`config.mk`:
```
export PLATFORM = sky130hd
export DESIGN_NAME = dmem_arbiter
export DESIGN_NICKNAME = d
export VERILOG_FILES = /design/src/rtl/dmem_arbiter.sv
export SDC_FILE = /design/constraint.sdc
export NUM_CORES = 1
export LEC_CHECK = 0
export CAP_MARGIN = 10
export CORE_UTILIZATION = 35
export CTS_CLUSTER_DIAMETER = 80
export DETAILED_ROUTE_END_ITERATION = 16
export PLACE_DENSITY_LB_ADDON = 0.1
export SLEW_MARGIN = 20
export SYNTH_ARGS = -nofsm -noshare
export SYNTH_HDL_FRONTEND = slang
export SYNTH_SLANG_ARGS = --single-unit
```
`constraint.sdc`:
```
create_clock -name clk -period 2 [get_ports clk]
set_clock_uncertainty 0.1 [all_clocks]
set_input_delay 0.6 -clock clk [delete_from_list [all_inputs] [get_ports clk]]
set_output_delay 0.6 -clock clk [all_outputs]
set_load 0.02 [all_outputs]
```
`src/rtl/dmem_arbiter.sv`:
```
// Two-requester arbiter in front of a single-port data memory: IDLE -> ACCESS -> RESP per transaction.
// Define DMEM_ARB_RR_EN for round-robin contention handling; otherwise requester 0 has fixed priority.
module dmem_arbiter #(
   parameter int ADDR_W = 32,
   parameter int DATA_W = 32
) (
   input  logic              clk,
   input  logic              rst_n,
   input  logic              req0_valid,
   output logic              req0_ready,
   input  logic              req0_we,
   input  logic [ADDR_W-1:0] req0_addr,
   input  logic [DATA_W-1:0] req0_wdata,
   input  logic              req1_valid,
   output logic              req1_ready,
   input  logic              req1_we,
   input  logic [ADDR_W-1:0] req1_addr,
   input  logic [DATA_W-1:0] req1_wdata,
   output logic              rsp0_valid,
   input  logic              rsp0_ready,
   output logic [DATA_W-1:0] rsp0_rdata,
   output logic              rsp1_valid,
   input  logic              rsp1_ready,
   output logic [DATA_W-1:0] rsp1_rdata,
   output logic              mem_we,
   output logic [ADDR_W-1:0] mem_addr,
   output logic [DATA_W-1:0] mem_wdata,
   input  logic [DATA_W-1:0] mem_rdata,
   output logic              busy
);

   typedef enum logic [1:0] {IDLE, ACCESS, RESP} state_t;

   state_t              state, state_nxt;
   logic                grant;
   logic                lat_we;
   logic [ADDR_W-1:0]   lat_addr;
   logic [DATA_W-1:0]   lat_wdata;
   logic [DATA_W-1:0]   rsp_data;
   logic                prefer1;
   logic                sel1;
   logic                accept;
   logic                rsp_ready_g;

`ifdef DMEM_ARB_RR_EN
   logic rr_ptr;

   always_ff @(posedge clk or negedge rst_n) begin
      if (!rst_n)
         rr_ptr <= 1'b0;
      else if (accept)
         rr_ptr <= ~sel1;
   end

   assign prefer1 = rr_ptr;
`else
   assign prefer1 = 1'b0;
`endif

   // Ready is gated by rst_n so both requesters see 0 the instant reset asserts.
   assign sel1       = req1_valid & (~req0_valid | prefer1);
   assign req0_ready = rst_n & (state == IDLE) & req0_valid & ~sel1;
   assign req1_ready = rst_n & (state == IDLE) & sel1;
   assign accept     = req0_ready | req1_ready;
   assign rsp_ready_g = grant ? rsp1_ready : rsp0_ready;

   // NOTE: sequential state uses non-blocking assignments so every register samples pre-edge values.
   always_ff @(posedge clk or negedge rst_n) begin
      if (!rst_n) begin
         state     <= IDLE;
         grant     <= 1'b0;
         lat_we    <= 1'b0;
         lat_addr  <= '0;
         lat_wdata <= '0;
         rsp_data  <= '0;
      end else begin
         state <= state_nxt;
         if (accept) begin
            grant     <= sel1;
            lat_we    <= sel1 ? req1_we    : req0_we;
            lat_addr  <= sel1 ? req1_addr  : req0_addr;
            lat_wdata <= sel1 ? req1_wdata : req0_wdata;
         end
         if (state == ACCESS)
            rsp_data <= lat_we ? '0 : mem_rdata;
      end
   end

   // NOTE: every output gets a default first so no path through the case infers a latch.
   always_comb begin
      state_nxt  = state;
      busy       = 1'b0;
      mem_we     = 1'b0;
      mem_addr   = '0;
      mem_wdata  = '0;
      rsp0_valid = 1'b0;
      rsp1_valid = 1'b0;
      rsp0_rdata = '0;
      rsp1_rdata = '0;
      case (state)
         IDLE: begin
            if (accept)
               state_nxt = ACCESS;
         end
         ACCESS: begin
            busy      = 1'b1;
            mem_we    = lat_we;
            mem_addr  = lat_addr;
            mem_wdata = lat_wdata;
            state_nxt = RESP;
         end
         RESP: begin
            busy = 1'b1;
            if (grant) begin
               rsp1_valid = 1'b1;
               rsp1_rdata = rsp_data;
            end else begin
               rsp0_valid = 1'b1;
               rsp0_rdata = rsp_data;
            end
            if (rsp_ready_g)
               state_nxt = IDLE;
         end
         default: state_nxt = IDLE;
      endcase
   end

endmodule

```
---- After elaboration in Yosys (flattened, before gate mapping) ----
Cells that the tools add are included.
operators by class
  equal/unequal tests ..................... 4
  mux-type cells .......................... 20
  bitwise operators ....................... 8
  reduce and logical (&&, ||, !) cells .... 3
operators by type and width
  cell                  number
  $mux W32              9
  $mux W1               8
  $pmux W2 S3           1
  $and A1 B1 Y1         5
  $mux W2               2
  $ne A2 B2 Y1 const B  2
  $eq A2 B1 Y1 const B  1
  $eq A2 B2 Y1 const B  1
  $logic_not A2 Y1      1
  $not A1 Y1            2
  $reduce_and A2 Y1     1
  $reduce_or A2 Y1      1
  $or A1 B1 Y1          1
word-level totals
  register bits ........................... 100
  bits of input ports ..................... 168
  output and inout port bits .............. 134
  logic and storage cells ................. 41

---- Depth between registers and ports, before layout ----
  word-level depth ........................ 7
  gate-level depth with buffers ........... 7
  depth with buffers taken out ............ 5

---- Worst setup path after synthesis ----
Ideal clock, no wire load.
  path type ............................... register -> output
  start point ............................. register state[0]
  end point ............................... output port rsp0_rdata[16]
  data arrival time ....................... 1.496 ns
  required time ........................... 1.300 ns
  setup slack ............................. -0.196 ns
  stages on the path, launching flop included .. 6
  path buffers ............................ 1
  cell sequence ........................... dfrtp_1 -> inv_1 -> ha_1 -> nor2b_1 -> buf_2 -> and2_1
on the way
  longest elaborated chain between the ends .. 2
ends and longest elaborated chain
  item                    RTL line  text
  start, declared         34        state_t state, state_nxt;
  start signal, assigned  77        state <= state_nxt;
  $eq A2 B2 Y1            100       case (state)
  $mux W32                100
  end, declared           21        output logic [DATA_W-1:0] rsp0_rdata,
No other way between the ends.

---- Worst setup path in the final report ----
  start point ............................. register state[0]
  end point ............................... output port mem_addr[26]
on the way
  longest elaborated chain between the ends .. 2
ends and longest elaborated chain
  item           RTL line  text
  $eq A2 B1 Y1   100
  $mux W32       100
  end, declared  26        output logic [ADDR_W-1:0] mem_addr,
No other way between the ends.

==> metrics.md <==
| Metric | Value |
|---|---|
| Cell Rows | `44` |
| Routed wire per std cell | `16.1 um` |
| DR iter-0 viols | `207` |
| GR Util met2 | `between 40% and 50%` |
| Pwr dens | `around 1200 mW/mm2` |
| Leakage | `4.65 nW` |
| Initial Util | `36.5%` |
| YS warnings | `0` |
| Pre-CTS WS | `-0.556 ns` |
| Inserted Clock Buffers | `9` |
| Gr busiest metal | `met2` |
| Clk buf depth | `2` |
| M3 GR Usage | `slightly above 4%` |
| Peak supply drop | `just under 0.0006 V` |
| Crit-path cells | `buf_6 -> ha_4 -> buf_12 -> buf_16 -> and2_1 -> buf_6` |
| Final net count | `about 1100` |
| Clock Sinks | `100` |
| GRT Total Usage | `22.3%` |
| Post-synth net total | `759` |
| Max Cap Viol | `0` |
| Placed Instances | `1061` |
| Top cells by count, synth | `100 x dfrtp_1, 98 x and2_1, 97 x nand2_1, 66 x mux2i_1, 65 x o21ai_1` |
| PortBufs | `301` |
| Vias in the first global route | `5382` |
| Antenna violations before repair | `1` |
| Worst Path Max Fanout | `15` |
| Post-synth EDFFs | `0` |
| Syn Inst Count | `586` |
| Chip width | `126 um` |
| WHS | `0.201 ns` |
| Post-place instance area | `approximately 0.0089 mm2` |
| Post-route design area | `~0.01 mm2` |
| Yosys cell types | `22` |
| Die H | `126 um` |
| Count of final hold-check violations | `0` |
| Async set-reset flop share out of synthesis | `100%` |
| CP Buf/Inv Count | `4` |
| Final Max Tran Viols | `0` |
| RSZ-0062 raised after global routing | `true` |
| ANT nets after route | `0` |
| Leading post-synthesis cells by cell area | `dfrtp_1 46%, mux2i_1 12%, and2_1 11%, nand2_1 6.8%, o21ai_1 6.0%` |
| Critical Path AT | `roughly 1.7 ns` |
| Post-Route Setup TNS | `-38.51 ns` |
| #FFs+latches synth | `100` |
| RePlAce Congestion | `0.784` |
| Layout cells sized above 1 | `between 30% and 40%` |
| Top_reg_cell synth | `dfrtp_1` |
| Tightest Hold Check Type | `in2async` |
| DR DRC count | `0` |
| WS Path Type | `reg2out` |
| Most numerous cell in the Yosys netlist | `dfrtp_1` |
| Status | `finished, violations left` |
| Fin crit share | `117%` |
| Netlist Area Pre-Place | `0.00539 mm2` |
| Failing checks | `negative setup slack` |
| Synth area leader | `dfrtp_1` |
| Fin crit period | `2.35 ns` |
| CTS tree | `done` |
| 1st-pass router iterations | `4` |
| Vias | `5298` |
| Top cell type's share of synthesized area | `46.5%` |
| Die area | `0.0159 mm2` |
| Final Power | `12.4 mW` |
| Synth Area per Inst | `9.19 um2` |
| CP required | `1.30 ns` |
| Crit-path max cell delay | `0.41 ns` |
| H-tree levels | `3` |
| Root Buffer | `clkbuf_16` |
| Fmax | `between 400 and 500 MHz` |
| Clk_lat worst skew | `0.34 ns` |
| Nature of the critical path startpoint | `flop` |
| Most used cell, CP | `buf_6` |
| Placed wire-length estimate | `roughly 13 mm` |
| Final worst setup slack | `-0.348 ns` |
| Slowest-stage cell, CP | `dfrtp_1` |
| Setup-failing EPs final | `134` |
| Met1 usage in global routing | `25.3%` |
| Global-route wire length before repair | `27.7 mm` |
| Largest delay share family, worst path | `buffers and inverters` |
| Clk slew on worst S/H paths | `approximately 0.07 ns` |
| Final cell count without fillers | `1113` |
| Slew margin rel. | `between 30% and 40%` |
| Sequential area share after synthesis | `46.5%` |
| Io pins | `302` |
| Area delta synth->final | `87.0%` |
| Core ar. | `0.0148 mm2` |
| Overflow left after global routing | `0` |
| Post-Route Utilization | `68.3%` |
| # hold bufs at CTS | `0` |
| Final WL | `17.9 mm` |
| Vias per cell | `4.76` |
| Largest net degree at the start of global routing | `77` |
| Crit path capture type | `output pin` |
| Worst-margin pin slew | `between 0.9 and 1 ns` |
[flip-flops by register name, summed over array words and instances, names as in the netlist]
signal	count
grant	1
lat_addr	32
lat_we	1
state	2
lat_wdata	32
rsp_data	32
[cell usage in the layout, fill, tap and decap left out, types with 34 or more instances in the layout]
master	count
nand2_1	97
dfrtp_1	100
clkdlybuf4s50_1	164
and3_4	34
and2_2	38
buf_6	144
o21ai_1	65
buf_4	41
and2_4	40
mux2i_1	65
[logic make-up (layout without fill, tap and decap cells)]
| group | after synthesis | in the layout | synth area share [%] |
|---|---|---|---|
| mux | 68 | 68 | 12.7 |
| fa+ha+maj | 5 | 5 | 1.16 |
| flops | 100 | 100 | 46.5 |
| compound gates | 100 | 100 | 9.62 |
| buf+inv | 80 | 422 | 7.55 |
| simple gates | 233 | 233 | 22.5 |
| other cells | 0 | 1 | 0 |
[repair_timing]
| action | 4_1_cts | 5_1_grt |
|---|---|---|
| pin swaps | 1 | 4 |
| endpoints found under the setup margin | 136 | 179 |
| buffers inserted | 17 | 14 |
| cloned | 7 | 3 |
| resized for setup | 750 | 159 |
[layer usage]
| layer | share of wire [%] | wire (um) |
|---|---|---|
| met3 | 6.2 | 1110 |
| met5 | 0 | 0 |
| met2 | 53 | 9420 |
| met4 | 2.3 | 418 |
| met1 | 39 | 6940 |
[worst paths after layout]
path	from	to	cells past startpoint	slack, ns
setup / recovery	state[0]$_DFFE_PN0P_	mem_addr[26]	6	-0.35
hold / removal	rst_n	lat_wdata[31]$_DFFE_PN0P_	2	0.20
setup reg to reg	state[1]$_DFFE_PN0P_	state[1]$_DFFE_PN0P_	8	0.08
hold reg to reg	lat_wdata[24]$_DFFE_PN0P_	lat_wdata[24]$_DFFE_PN0P_	2	0.38
max in group asynchronous	rst_n	lat_wdata[14]$_DFFE_PN0P_	3	0.30
min in group clk	lat_wdata[24]$_DFFE_PN0P_	lat_wdata[24]$_DFFE_PN0P_	2	0.38
[final cells by class]
cell class                 instances  area (um2)
inverter                          34         128
clock inverter                     7        91.3
clock buffer                       9         225
antenna                            1        2.50
timing repair buffer             372        4020
sequential                       100        2500
multi-input combinational        406        2870
tap                              184         230
fill                            1171        4680
[power breakdown]
| part | leakage (nW) | switching, mW | internal, mW |
|---|---|---|---|
| Combinational | 3.24 | 3.27 | 3.78 |
| Sequential | 1.26 | 0.584 | 2.95 |
| Clock | 0.155 | 0.749 | 1.09 |
| Total | 4.65 | 4.61 | 7.81 |
Note: power is estimated with default switching activity, not from simulation.
